--- config.mk ---
export PLATFORM = sky130hd
export DESIGN_NAME = pipe_ctrl_flat
export DESIGN_NICKNAME = d
export VERILOG_FILES = /design/src/rtl/pipe_ctrl_pkg.sv /design/src/rtl/pipe_ctrl_if.sv /design/src/rtl/pipe_ctrl_hazard_detect.sv /design/src/rtl/pipe_ctrl.sv /design/src/flat_wrapper.sv
export SDC_FILE = /design/constraint.sdc
export NUM_CORES = 1
export LEC_CHECK = 0
export BUFFER_PORTS_ARGS = -buffer_cell sky130_fd_sc_hd__buf_2
export CELL_PAD_IN_SITES_DETAIL_PLACEMENT = 0
export CELL_PAD_IN_SITES_GLOBAL_PLACEMENT = 1
export CORE_UTILIZATION = 33
export DETAILED_ROUTE_END_ITERATION = 16
export PLACE_DENSITY = 0.76
export SETUP_SLACK_MARGIN = 0.3
export SLEW_MARGIN = 20
export SYNTH_ARGS = -nofsm -noshare
export SYNTH_HDL_FRONTEND = slang
export SYNTH_SLANG_ARGS = --single-unit
--- constraint.sdc ---
create_clock -name CLK -period 2.3 [get_ports CLK]
set_clock_uncertainty 0.15 [all_clocks]
set_input_delay 0.46 -clock CLK [delete_from_list [all_inputs] [get_ports CLK]]
set_output_delay 0.46 -clock CLK [all_outputs]
set_load 0.1 [all_outputs]
--- src/rtl/pipe_ctrl_pkg.sv ---
// pipe_ctrl_pkg: controller state type and the latch-control patterns driven by each pipeline decision
package pipe_ctrl_pkg;
  typedef enum logic [1:0] {IDLE, RUN, MEMWAIT, HALTED} pipe_state_t;
  typedef struct packed {
    logic pc;
    logic ifid;
    logic idex;
    logic exmem;
    logic memwb;
    logic f_ifid;
    logic f_idex;
    logic f_exmem;
  } ctl_t;
  localparam ctl_t CTL_OFF    = 8'b0000_0000;
  localparam ctl_t CTL_GO     = 8'b1111_1000;
  localparam ctl_t CTL_HALT   = 8'b0000_1001;
  localparam ctl_t CTL_BRANCH = 8'b1111_1110;
  localparam ctl_t CTL_STALL  = 8'b0011_1010;
  localparam ctl_t CTL_JUMP   = 8'b1111_1100;
endpackage

--- src/rtl/pipe_ctrl_if.sv ---
// pipe_ctrl_if: hazard observation inputs and latch enable/flush outputs of the pipeline controller
interface pipe_ctrl_if #(parameter int REGBITS = 5, parameter int CNTW = 32);
  logic ihit, dhit;
  logic [REGBITS-1:0] id_rs, id_rt;
  logic id_use_rs, id_use_rt, id_jump;
  logic ex_regwrite, ex_dren, ex_branch_taken;
  logic [REGBITS-1:0] ex_wsel;
  logic mem_regwrite, mem_dren, mem_dwen, mem_halt;
  logic [REGBITS-1:0] mem_wsel;
  logic pc_en, ifid_en, idex_en, exmem_en, memwb_en;
  logic ifid_flush, idex_flush, exmem_flush, halted;
  logic [CNTW-1:0] stall_cycles;
  modport master (
    output ihit, dhit, id_rs, id_rt, id_use_rs, id_use_rt, id_jump,
           ex_regwrite, ex_dren, ex_branch_taken, ex_wsel,
           mem_regwrite, mem_dren, mem_dwen, mem_halt, mem_wsel,
    input  pc_en, ifid_en, idex_en, exmem_en, memwb_en,
           ifid_flush, idex_flush, exmem_flush, halted, stall_cycles
  );
  modport slave (
    input  ihit, dhit, id_rs, id_rt, id_use_rs, id_use_rt, id_jump,
           ex_regwrite, ex_dren, ex_branch_taken, ex_wsel,
           mem_regwrite, mem_dren, mem_dwen, mem_halt, mem_wsel,
    output pc_en, ifid_en, idex_en, exmem_en, memwb_en,
           ifid_flush, idex_flush, exmem_flush, halted, stall_cycles
  );
endinterface

--- src/rtl/pipe_ctrl_hazard_detect.sv ---
// hazard_detect: RAW stall comparator; PIPE_CTRL_FORWARDING_EN reduces it to the EX load-use case
module hazard_detect #(parameter int REGBITS = 5) (
  input  logic [REGBITS-1:0] id_rs,
  input  logic [REGBITS-1:0] id_rt,
  input  logic               id_use_rs,
  input  logic               id_use_rt,
  input  logic               ex_regwrite,
  input  logic               ex_dren,
  input  logic [REGBITS-1:0] ex_wsel,
  input  logic               mem_regwrite,
  input  logic [REGBITS-1:0] mem_wsel,
  output logic               raw_stall
);
`ifdef PIPE_CTRL_FORWARDING_EN
  localparam bit FWD = 1'b1;
`else
  localparam bit FWD = 1'b0;
`endif
  logic ex_hit, mem_hit;
  // $0 is hardwired, so a producer targeting it never creates a dependency
  function automatic logic reads(input logic [REGBITS-1:0] w);
    return (w != '0) && ((id_use_rs && id_rs == w) || (id_use_rt && id_rt == w));
  endfunction
  assign ex_hit    = ex_regwrite & reads(ex_wsel);
  assign mem_hit   = mem_regwrite & reads(mem_wsel);
  assign raw_stall = FWD ? (ex_hit & ex_dren) : (ex_hit | mem_hit);
endmodule

--- src/rtl/pipe_ctrl.sv ---
// pipe_ctrl: pipeline sequencing FSM, latch enable/flush priority mux and stall counter
module pipe_ctrl
  import pipe_ctrl_pkg::*;
#(
  parameter int REGBITS = 5,
  parameter int CNTW    = 32
) (
  input logic       CLK,
  input logic       nRST,
  pipe_ctrl_if.slave bus
);
  pipe_state_t state_q, state_d;
  logic halted_q;
  logic [CNTW-1:0] stall_q, stall_d;
  logic raw_stall, freeze;
  ctl_t run_ctl, ctl;
  hazard_detect #(.REGBITS(REGBITS)) u_hd (
    .id_rs       (bus.id_rs),
    .id_rt       (bus.id_rt),
    .id_use_rs   (bus.id_use_rs),
    .id_use_rt   (bus.id_use_rt),
    .ex_regwrite (bus.ex_regwrite),
    .ex_dren     (bus.ex_dren),
    .ex_wsel     (bus.ex_wsel),
    .mem_regwrite(bus.mem_regwrite),
    .mem_wsel    (bus.mem_wsel),
    .raw_stall   (raw_stall)
  );
  assign freeze = (bus.mem_dren | bus.mem_dwen) & ~bus.dhit;
  // every non-freeze pattern keeps memwb_en high, which also retires the access finishing in MEMWAIT
  always_comb run_ctl = bus.mem_halt        ? CTL_HALT
                      : bus.ex_branch_taken ? CTL_BRANCH
                      : raw_stall           ? CTL_STALL
                      : bus.id_jump         ? CTL_JUMP
                      : !bus.ihit           ? CTL_STALL
                      : CTL_GO;
  always_comb begin
    state_d = state_q;
    ctl     = CTL_OFF;
    case (state_q)
      IDLE:    state_d = RUN;
      RUN: begin
        ctl     = freeze ? CTL_OFF : run_ctl;
        state_d = freeze ? MEMWAIT : bus.mem_halt ? HALTED : RUN;
      end
      MEMWAIT: begin
        ctl     = bus.dhit ? run_ctl : CTL_OFF;
        state_d = !bus.dhit ? MEMWAIT : bus.mem_halt ? HALTED : RUN;
      end
      default: state_d = HALTED;
    endcase
  end
  assign stall_d = ((state_q inside {RUN, MEMWAIT}) && !ctl.pc && stall_q != '1) ? stall_q + CNTW'(1) : stall_q;
  always_ff @(posedge CLK or negedge nRST)
    if (!nRST) begin
      state_q  <= IDLE;
      halted_q <= 1'b0;
      stall_q  <= '0;
    end else begin
      state_q  <= state_d;
      halted_q <= state_d == HALTED;
      stall_q  <= stall_d;
    end
  assign bus.pc_en        = ctl.pc;
  assign bus.ifid_en      = ctl.ifid;
  assign bus.idex_en      = ctl.idex;
  assign bus.exmem_en     = ctl.exmem;
  assign bus.memwb_en     = ctl.memwb;
  assign bus.ifid_flush   = ctl.f_ifid;
  assign bus.idex_flush   = ctl.f_idex;
  assign bus.exmem_flush  = ctl.f_exmem;
  assign bus.halted       = halted_q;
  assign bus.stall_cycles = stall_q;
endmodule

--- src/flat_wrapper.sv ---
// flat-port wrapper written by rule: the top's interface ports become plain ports
module pipe_ctrl_flat import pipe_ctrl_pkg::*;
#(
  parameter int REGBITS = 5,
  parameter int CNTW    = 32
)
  (CLK, nRST, bus_ihit, bus_dhit, bus_id_rs, bus_id_rt, bus_id_use_rs, bus_id_use_rt, bus_id_jump, bus_ex_regwrite, bus_ex_dren, bus_ex_branch_taken, bus_ex_wsel, bus_mem_regwrite, bus_mem_dren, bus_mem_dwen, bus_mem_halt, bus_mem_wsel, bus_pc_en, bus_ifid_en, bus_idex_en, bus_exmem_en, bus_memwb_en, bus_ifid_flush, bus_idex_flush, bus_exmem_flush, bus_halted, bus_stall_cycles);
  pipe_ctrl_if #(.REGBITS(REGBITS), .CNTW(CNTW)) bus_i ();
  input logic CLK;
  input logic nRST;
  input wire logic [$bits(bus_i.ihit)-1:0] bus_ihit;
  input wire logic [$bits(bus_i.dhit)-1:0] bus_dhit;
  input wire logic [$bits(bus_i.id_rs)-1:0] bus_id_rs;
  input wire logic [$bits(bus_i.id_rt)-1:0] bus_id_rt;
  input wire logic [$bits(bus_i.id_use_rs)-1:0] bus_id_use_rs;
  input wire logic [$bits(bus_i.id_use_rt)-1:0] bus_id_use_rt;
  input wire logic [$bits(bus_i.id_jump)-1:0] bus_id_jump;
  input wire logic [$bits(bus_i.ex_regwrite)-1:0] bus_ex_regwrite;
  input wire logic [$bits(bus_i.ex_dren)-1:0] bus_ex_dren;
  input wire logic [$bits(bus_i.ex_branch_taken)-1:0] bus_ex_branch_taken;
  input wire logic [$bits(bus_i.ex_wsel)-1:0] bus_ex_wsel;
  input wire logic [$bits(bus_i.mem_regwrite)-1:0] bus_mem_regwrite;
  input wire logic [$bits(bus_i.mem_dren)-1:0] bus_mem_dren;
  input wire logic [$bits(bus_i.mem_dwen)-1:0] bus_mem_dwen;
  input wire logic [$bits(bus_i.mem_halt)-1:0] bus_mem_halt;
  input wire logic [$bits(bus_i.mem_wsel)-1:0] bus_mem_wsel;
  output wire logic [$bits(bus_i.pc_en)-1:0] bus_pc_en;
  output wire logic [$bits(bus_i.ifid_en)-1:0] bus_ifid_en;
  output wire logic [$bits(bus_i.idex_en)-1:0] bus_idex_en;
  output wire logic [$bits(bus_i.exmem_en)-1:0] bus_exmem_en;
  output wire logic [$bits(bus_i.memwb_en)-1:0] bus_memwb_en;
  output wire logic [$bits(bus_i.ifid_flush)-1:0] bus_ifid_flush;
  output wire logic [$bits(bus_i.idex_flush)-1:0] bus_idex_flush;
  output wire logic [$bits(bus_i.exmem_flush)-1:0] bus_exmem_flush;
  output wire logic [$bits(bus_i.halted)-1:0] bus_halted;
  output wire logic [$bits(bus_i.stall_cycles)-1:0] bus_stall_cycles;
  assign bus_i.ihit = bus_ihit;
  assign bus_i.dhit = bus_dhit;
  assign bus_i.id_rs = bus_id_rs;
  assign bus_i.id_rt = bus_id_rt;
  assign bus_i.id_use_rs = bus_id_use_rs;
  assign bus_i.id_use_rt = bus_id_use_rt;
  assign bus_i.id_jump = bus_id_jump;
  assign bus_i.ex_regwrite = bus_ex_regwrite;
  assign bus_i.ex_dren = bus_ex_dren;
  assign bus_i.ex_branch_taken = bus_ex_branch_taken;
  assign bus_i.ex_wsel = bus_ex_wsel;
  assign bus_i.mem_regwrite = bus_mem_regwrite;
  assign bus_i.mem_dren = bus_mem_dren;
  assign bus_i.mem_dwen = bus_mem_dwen;
  assign bus_i.mem_halt = bus_mem_halt;
  assign bus_i.mem_wsel = bus_mem_wsel;
  assign bus_pc_en = bus_i.pc_en;
  assign bus_ifid_en = bus_i.ifid_en;
  assign bus_idex_en = bus_i.idex_en;
  assign bus_exmem_en = bus_i.exmem_en;
  assign bus_memwb_en = bus_i.memwb_en;
  assign bus_ifid_flush = bus_i.ifid_flush;
  assign bus_idex_flush = bus_i.idex_flush;
  assign bus_exmem_flush = bus_i.exmem_flush;
  assign bus_halted = bus_i.halted;
  assign bus_stall_cycles = bus_i.stall_cycles;
  pipe_ctrl #(.REGBITS(REGBITS), .CNTW(CNTW)) u_core (.CLK(CLK), .nRST(nRST), .bus(bus_i));
endmodule
# == After elaboration in Yosys (flattened, before gate mapping) ==
# Cells that the tools add are included.
# Widths: inputs -> output; s select.
# word_totals
in_bits,34
reg_bits,35
elab_cells,45
output_inout_bits,41
# op_classes
add_sub_neg,1
muxes,12
reduce_logical,15
bitwise_logic,6
n_eq_ne,8
# op_table
operator,count
$mux 8,7
$add 32x1->32 const B,1
$ne 32x32->1 const B,1
$eq 5x5->1,4
$pmux 8 s2,1
$reduce_bool 5->1,2
$logic_and 1x1->1,8
$mux 2,3
$pmux 2 s3,1
$eq 2x2->1 const B,2
$and 1x1->1,3
$eq 2x1->1 const B,1
$logic_not 2->1,1
$logic_or 1x1->1,2
$or 1x1->1,2
$reduce_bool 2->1,1
$logic_not 1->1,1
$not 1->1,1

# == Depth between registers and ports, before layout ==
# Gate-level depths: netlist of run 1.
# logic_depth
word_depth,14
depth_mapped,9
mapped_depth_nobuf,8

# == By module ==
# From an unflattened synthesis of run 1, not the netlist that was laid out.
# hier_totals
hier_cells,223
hier_area_um2,2247.2
# by_module_without_submodules
module,seq_area_each_um2,area_each_um2,instances,cells_each
pipe_ctrl,875.8,1985.7,1,190
hazard_detect,0.0,261.5,1,33

# == Worst setup path before layout of run 1 ==
# No wires, ideal clock.
# synth_path
path_type,reg2out
from,reg u_core.state_q[0]
to,out bus_pc_en
slack_ns,-3.449
path_stages_with_launch,8
required_time_ns,1.690
n_path_buf,1
arrival_time_ns,5.139
path_cell_list,dfrtp_1 -> inv_1 -> ha_1 -> a22o_1 -> nand2_1 -> nor2_1 -> a21boi_0 -> buf_4
# synth_between
elab_chain_len,2
word_cells_on_any_way,3
cone_classes,eq/ne (2); mux (1)
# synth_rtl
element,line,rtl
start: declaration,pipe_ctrl.sv:12,"pipe_state_t state_q, state_d;"
start signal: assignment,pipe_ctrl.sv:60,state_q <= state_d;
$eq 2x2->1 or $eq 2x1->1 (tied branches),pipe_ctrl.sv:40,case (state_q)
$pmux 8 s2 *,pipe_ctrl.sv:40,
end: declaration,flat_wrapper.sv:27,output wire logic [$bits(bus_i.pc_en)-1:0] bus_pc_en;
# Every way passes the cells marked *; elsewhere a longest branch is shown, timed or not.

# == Worst setup path after layout of run 1 ==
# layout_path
from,in bus_mem_wsel[1]
to,out bus_ifid_en
# layout_between
elab_chain_len,11
word_cells_on_any_way,15
cone_classes,eq/ne (2); mux (6); bitwise (2); reduce/logical (5)
# layout_rtl
element,line,rtl
start: declaration,flat_wrapper.sv:26,input wire logic [$bits(bus_i.mem_wsel)-1:0] bus_mem_wsel;
$eq 5x5->1,pipe_ctrl_hazard_detect.sv:22,return (w != '0) && ((id_use_rs && id_rs == w) || (id_use_rt && id_rt == w));
$logic_and 1x1->1,pipe_ctrl_hazard_detect.sv:22,
$logic_or 1x1->1,pipe_ctrl_hazard_detect.sv:22,
$logic_and 1x1->1 *,pipe_ctrl_hazard_detect.sv:22,
$and 1x1->1 *,pipe_ctrl_hazard_detect.sv:25,assign mem_hit = mem_regwrite & reads(mem_wsel);
$or 1x1->1 *,pipe_ctrl_hazard_detect.sv:26,assign raw_stall = FWD ? (ex_hit & ex_dren) : (ex_hit | mem_hit);
$mux 8 *,pipe_ctrl.sv:33,: raw_stall ? CTL_STALL
$mux 8 *,pipe_ctrl.sv:32,: bus.ex_branch_taken ? CTL_BRANCH
$mux 8 *,pipe_ctrl.sv:31,always_comb run_ctl = bus.mem_halt ? CTL_HALT
"$mux 8, on equally long branches","pipe_ctrl.sv:47, pipe_ctrl.sv:43",
$pmux 8 s2 *,pipe_ctrl.sv:40,
end: declaration,flat_wrapper.sv:28,output wire logic [$bits(bus_i.ifid_en)-1:0] bus_ifid_en;
# Marks and branches as above.

==> metrics list, run 1 <==
* Starting density of the core: 0.347
- Synthesis produced a netlist whose cell count is between 200 and 250.
* Buffers added on ports: 73
- IR drop worst, VDD: 1.19 mV
* Sequential element share of the synthesized area: 0.419
- Area Growth Syn to Fin: 73.5%
- Number of sinks handled by clock tree synthesis: 35
- Minimum hold slack: 0.114 ns
- Die extent in y: a little over 80 µm
- Die footprint: 0.00666 mm²
- In this run the cell area of the synthesized design comes to 0.00209 mm².
- In this run the tightest slew margin relative to its limit is 0.469.
- Measured in cells, the most critical reg-to-reg path has a length of 9.
- Number of synthesis warnings: 0
- Crit. End Element: primary output
* Reg clk slew, reported paths: 0.07 ns
- Tmin final: 2.66 ns
* H-Tree Depth: 2
- Worst Path Max Fanout: 3
* Top-Level Pins: 75
* Core footprint: 0.00603 mm²
- Setup violations remaining at the end of the flow were counted as 36.
- Share of post-route cells with drive strength above 1: 0.646
* Leakage component of the power: 1.60 nW
- Worst flop-to-flop path endpoint: u_core.bus.stall_cycles[0]
- Total of max-cap violations: 0
* Ant. Diodes: 0
- Share of the clock period used by the worst path after layout: 1.16
- Routed length per instance: 15.2 µm
* DRC: 0
- Post-layout instance count excluding filler cells: 391
* Actual transition at the worst max-transition pin: around 0.8 ns
- After layout, the design draws a total of between 4 and 5 mW.
* Vias in the first global route: 1871
- In this run, placement finished with an instance count of 368.
- Final Max Slew Viols: 0
- Clock latency on the worst-skew pair: 0.28 ns
- Sum Neg Setup Slack: -9.92 ns
- The number of antenna violations at the first check in global routing came to 0.
- The hold violation count in the final report came to 0.
- Global routing finished with a remaining overflow of 0.
- The number of nets handed over by synthesis was 247.
- Power density cells: 1180 mW/mm²
- Nets: 354
- For this run, the total global-route usage over all layers was measured as 0.190.
* Most frequent cells in the layout: 57 x sky130_fd_sc_hd__buf_2, 34 x sky130_fd_sc_hd__xnor2_1, 25 x sky130_fd_sc_hd__dfrtp_4
- STA puts the critical path data arrival time at 2.05 ns.
* Origin of the critical flop-to-flop path: u_core.bus.stall_cycles[14]
- Violations in the final reports: negative setup slack
- Once detail routing completed, the nets flagged for antenna violations numbered 0.
- The library cell used most frequently in the layout, excluding fill and tap cells, is sky130_fd_sc_hd__buf_2.
- Routability congestion estimate: 0.852
- STA classifies the critical path startpoint as a primary input.
- TritonCTS built the clock tree.
* Maximum number of pins on one net before global-route repair: 36
- The first routing iteration left 79 violations.
- Kind of path behind the tightest hold check: primary input to async pin
- In this run the horizontal extent of the chip is 81.6 µm.
* Worst setup slack for register-to-register paths: 0.02 ns
- After routing the design area is 0.00363 mm².
* Setup slack at placement: -0.367 ns
- Dividing the synthesized area by the synthesized cell count gives 10.1 µm².
- Setup slack of the critical path after layout: -0.359 ns
* Final design utilization: 0.602
- Worst path required time: 1.69 ns
* Number of buffers added by the clock tree synthesis step: 5
- Setup repair after global routing could not meet its margin everywhere.
- Static timing analysis puts the maximum clock frequency at 376 MHz.
* Detailed Place HPWL: 3.71 mm
- Row generation in the floorplan step produced 28 rows.
- Vias per cell: 5.07
- DP Area: 0.00301 mm²
* Global-route wire length before repair: about 9.5 mm
* Total routed wirelength: 5.95 mm
* Result of the run: finished, violations left
- The critical path is of the primary input to primary output type.
- In this run the deepest clock path goes through 2 buffers.
* Via count: 1984
- Clock root buffer master: sky130_fd_sc_hd__clkbuf_8
* TritonRoute pass-1 iters: 4
- Number of different library cells in the post-synthesis netlist: 33
* FF+latch count, synth: 35
synth_stat cells, drive strengths merged:
cell type,count,area (µm²)
a22o,1,8.76
or2,1,6.26
o21ai,1,5.00
o31ai,1,21.3
a32oi,1,16.3
nor2b,1,6.26
or4,1,7.51
xnor2,50,438
and2,1,6.26
o21a,2,15.0
nand4,23,150
and3,12,75.1
and4,4,36.3
dfrtp,35,876
mux2,1,11.3
inv,8,30.0
nand3,16,80.1
xor2,1,8.76
a21boi,2,15.0
or3,2,12.5
nand2,13,48.8
nor4,1,6.26
o21bai,2,15.0
nor2,7,26.3
a21oi,3,15.0
buf,7,58.8
o22ai,2,12.5
ha,5,62.6
nor3,4,20.0
how the worst max path moves through the flow:
| stage | start | end | slack, ns | cells past startpoint |
|---|---|---|---|---|
| after global routing | bus_mem_wsel[1] | bus_ifid_en | -0.44 | 7 |
| after floorplan | u_core.state_q[0] | bus_pc_en | -0.74 | 7 |
| final | bus_mem_wsel[1] | bus_ifid_en | -0.36 | 7 |
| after global placement | bus_mem_wsel[1] | bus_idex_flush | -0.38 | 7 |
| after detailed placement | bus_mem_wsel[1] | bus_idex_flush | -0.37 | 7 |
| after CTS | bus_mem_wsel[1] | bus_ifid_en | -0.34 | 7 |
per-layer routing:
| metal | global-route usage | part of all wire | vias up |
|---|---|---|---|
| li1 | - | - | 954 |
| met1 | 0.256 | 0.44 | 952 |
| met2 | 0.303 | 0.49 | 63 |
| met3 | 0.0289 | 0.039 | 15 |
| met4 | 0.0754 | 0.029 | 0 |
| met5 | 0 | 0 | - |
worst max-delay path, stage by stage:
cell,delay (ns)
sky130_fd_sc_hd__buf_6,0.09
sky130_fd_sc_hd__or4_4,0.51
sky130_fd_sc_hd__o21a_1,0.19
sky130_fd_sc_hd__a32oi_2,0.23
sky130_fd_sc_hd__o21ai_2,0.12
sky130_fd_sc_hd__a21boi_4,0.22
sky130_fd_sc_hd__buf_12,0.20
logic make-up (layout without fill, tap and decap cells):
kind of cell | count (synthesis) | after routing | synth area share
compound gates | 15 | 15 | 0.0592
xor+xnor | 51 | 51 | 0.214
fa+ha+maj | 5 | 5 | 0.0299
simple gates | 86 | 86 | 0.230
mux | 1 | 1 | 0.00539
flops | 35 | 35 | 0.419
buf+inv | 15 | 123 | 0.0425
layout make-up:
cell class                      count  area, µm²
Multi-Input combinational cell    158       1530
Tap cell                           75       93.8
Inverter                            8       32.5
Clock buffer                        8       80.1
Timing Repair Buffer              107        911
Fill cell                         505       2400
Sequential cell                    35        978
power breakdown:
group	leakage [nW]	internal, mW	switching (mW)
sequential	0.414	0.729	0.111
combinational	1.15	1.34	1.69
clock	0.0395	0.215	0.207
total	1.60	2.28	2.01
flip-flops by register name, indices dropped and copies added, names as in the netlist:
name                     count
u_core.state_q               2
u_core.bus.stall_cycles     32
u_core.bus.halted            1
timing repair:
action,CTS,global route
resized for setup,58,16
pin swaps,37,17
endpoints found under the hold margin,0,0
setup endpoints to repair,40,40
setup buffers,10,2
cloned,3,0
hold buffers,0,0
(Power assumes the default switching activity.)
==> inputs of run 2 (changes only) <==
--- a/config.mk
+++ b/config.mk
@@ -8,6 +8,7 @@
 export BUFFER_PORTS_ARGS = -buffer_cell sky130_fd_sc_hd__buf_2
 export CELL_PAD_IN_SITES_DETAIL_PLACEMENT = 0
 export CELL_PAD_IN_SITES_GLOBAL_PLACEMENT = 1
+export CORE_ASPECT_RATIO = 0.6
 export CORE_UTILIZATION = 33
 export DETAILED_ROUTE_END_ITERATION = 16
 export PLACE_DENSITY = 0.76
==> constraint.sdc (replaced) <==
create_clock -name CLK -period 2.3 [get_ports CLK]
set_clock_uncertainty 0.15 [all_clocks]
set_input_delay 0 -clock CLK [delete_from_list [all_inputs] [get_ports CLK]]
set_output_delay 0 -clock CLK [all_outputs]
set_load 0.1 [all_outputs]
==> metrics list, run 2 (synthesis results as in run 1) <==
- Worst Min Path Start: bus_mem_dwen
* Die X: 105 µm
* Setup violations, final: 0
- Max stage delay cell, worst path: sky130_fd_sc_hd__dfrtp_4
* Buffers added on ports: 73
* Total routed wirelength: 5.87 mm
- In this run the remaining antenna-violating nets after routing total 0.
- Die extent in y: about 64 µm
- Final global-route overflow total: 0
- The congestion estimate from routability-driven global placement came to 0.850.
- The first TritonRoute pass finished after 4 iterations.
* Worst Path Max Fanout: 6
- Measured against its own limit, the worst slew margin works out to 0.476.
- Summed over all cells, the static leakage comes to roughly 1.5 nW.
- Actual transition at the worst max-transition pin: 0.786 ns
- Initial DRC Count: 55
- The worst setup path is captured at a flip-flop.
- Final hold violation count: 0
- In this run the critical register-to-register path is launched from u_core.bus.stall_cycles[15].
- The H-tree was split into 2 levels.
* Clock latency on the worst-skew pair: about 0.29 ns
- Total of max-cap violations: 0
- Worst path required time: approximately 2.3 ns
- Share of the clock period used by the worst path after layout: 0.934
* Tmin final: ~2.1 ns
* Worst setup slack for register-to-register paths: 0.15 ns
- The cell family contributing the most delay on the critical path is simple AND/OR/NAND/NOR gates.
- Of the cells placed in the final design, the portion with a size suffix greater than 1 is 0.602.
- The core region is just over 0.006 mm².
* Flip-flop count of the largest register after layout: 32
* Routed length per instance: 14.2 µm
- Series of cell instances along the critical path: nand4_1 > nor4_1 > and4_4 > o21bai_4 > o31ai_4 > buf_6 > buf_6 > mux2_2
- Global-route wire length before repair: 9.52 mm
- DP Area: 0.00310 mm²
- The max-slew violation total from the final report came to 0.
* Non-Filler Cell Area, Final: 0.00339 mm²
- The die covers 0.00667 mm².
- Number of filler cells placed in the layout: 552
* Worst flop-to-flop path endpoint: u_core.bus.stall_cycles[1]
- Reg clk slew, reported paths: 0.07 ns
- In this run the core area contains 22 standard-cell rows.
- Maximum number of pins on one net before global-route repair: 36
* Number of antenna violations at the first check in global routing: 0
- After the last flow step, the layout net total stands at 369.
* Max frequency: 466 MHz
- Design Power: 3.60 mW
- The tree built by TritonCTS fans out to 35 sinks.
- Kind of path behind the tightest hold check: primary input to flip-flop
- In the layout the commonest cells are 65 x sky130_fd_sc_hd__buf_2, 47 x sky130_fd_sc_hd__xnor2_1, 43 x sky130_fd_sc_hd__buf_4.
* Starting density of the core: 0.342
- Startpoint class of the critical path: flip-flop
* Met2 usage: 0.275
- Compared with the post-synthesis result, the final layout area differs by 62.1%.
- The number of antenna diodes in the final layout is 0.
- The most numerous cell type found on the critical path is sky130_fd_sc_hd__buf_6.
- Met1 Use GR: 0.259
- Sum Neg Setup Slack: 0 ns
- IR drop worst, VDD: 1.23 mV
- CTS tree: yes
- Power spread over the standard cell area amounts to 1060 mW/mm².
* Worst R2R Path Depth: 8
- Clock Tree Buf Depth: 2
- Worst path buffer plus inverter count: 2
- Leaving out fill and tap cells, the most frequent cell in the layout is sky130_fd_sc_hd__buf_2.
- In this run the clock root is driven by a sky130_fd_sc_hd__clkbuf_8.
* Sink of the worst hold path: u_core.state_q[1]
- M3 GR Usage: 0.0559
- Result of the run: finished, final reports clean
- Grt peak-use layer: met2
- Setup repair after global routing missed its margin: true
- In the routed design, unresolved DRC markers number 0.
* Max stage delay on crit path: roughly 0.40 ns
- Stages on the worst setup path: 8
- The routed layout has 1979 vias.
* Vias in the first global route: 1934
- Using the TritonRoute via totals, the vias-per-cell ratio works out to 4.79.
- Across every metal layer, demand over resource in global routing totals 0.184.
* Detailed Place HPWL: 4.44 mm
* Hold path cells: 5
- Top-Level Pins: 75
- Number of buffers added by the clock tree synthesis step: 5
- Startpoint-to-endpoint class of the critical path: flip-flop to flip-flop
- For the worst setup path, the data arrival time is 2.17 ns.
## run 2: final cells by class
| class | count | area [µm²] | area share |
|---|---|---|---|
| multi-input cells | 158 | 1330 | 0.392 |
| flip-flops and latches | 35 | 978 | 0.289 |
| repair buffers | 122 | 875 | 0.258 |
| well taps | 84 | 105 | 0.0310 |
| clock buffers | 6 | 72.6 | 0.0214 |
| inverters | 8 | 30.0 | 0.00886 |
## run 2: where the power goes
group / total, mW / switching (mW) / leakage [nW] / internal, mW
Sequential: 0.797 / 0.0687 / 0.414 / 0.728
Combinational: 2.39 / 1.50 / 1.04 / 0.893
Clock: 0.409 / 0.207 / 0.0371 / 0.202
## run 2: worst max-delay path by stage
stage,from,endpoint,slack (ns)
6_report,u_core.bus.stall_cycles[15],u_core.bus.stall_cycles[1],0.15
5_1_grt,u_core.state_q[0],u_core.bus.stall_cycles[25],0.08
4_1_cts,u_core.bus.stall_cycles[15],u_core.bus.stall_cycles[1],0.16
3_5_place_dp,u_core.bus.stall_cycles[24],u_core.bus.stall_cycles[13],-0.11
3_3_place_gp,u_core.bus.stall_cycles[27],u_core.bus.stall_cycles[13],-0.03
2_1_floorplan,u_core.state_q[0],bus_pc_en,-0.27
## run 2: what timing repair did
action / CTS / global route
hold endpoints to repair: 36 / 0
pin swaps: 18 / 15
resized for setup: 12 / 19
gates cloned: 0 / 1
buffers inserted: 6 / 1
endpoints found under the setup margin: 38 / 40
hold buffers: 2 / 0
## run 2: per-stage QoR
step,hold WS (ns),setup WS [ns],utilization,cells
6_report,0.0475,0.153,0.555,413
5_1_grt,0.0903,0.0777,0.555,413
4_1_cts,0.0504,0.162,0.536,411
3_5_place_dp,-0.0279,-0.109,0.508,397
3_3_place_gp,-0.0243,-0.0286,0.508,397
2_1_floorplan,-0.446,-0.268,-,208
## run 2: layer usage
| metal | share of wire | routed length [µm] | vias to the layer above |
|---|---|---|---|
| li1 | - | - | 982 |
| met1 | 0.50 | 2950 | 954 |
| met2 | 0.44 | 2600 | 41 |
| met3 | 0.051 | 298 | 2 |
| met4 | 0.0034 | 20 | 0 |
| met5 | 0 | 0 | - |
## run 2: tightest hold or removal path, stage by stage
cell,delay [ns]
sky130_fd_sc_hd__buf_2,0.08
sky130_fd_sc_hd__or3_1,0.10
sky130_fd_sc_hd__a21oi_1,0.06
sky130_fd_sc_hd__a21oi_1,0.09
sky130_fd_sc_hd__or2_2,0.11
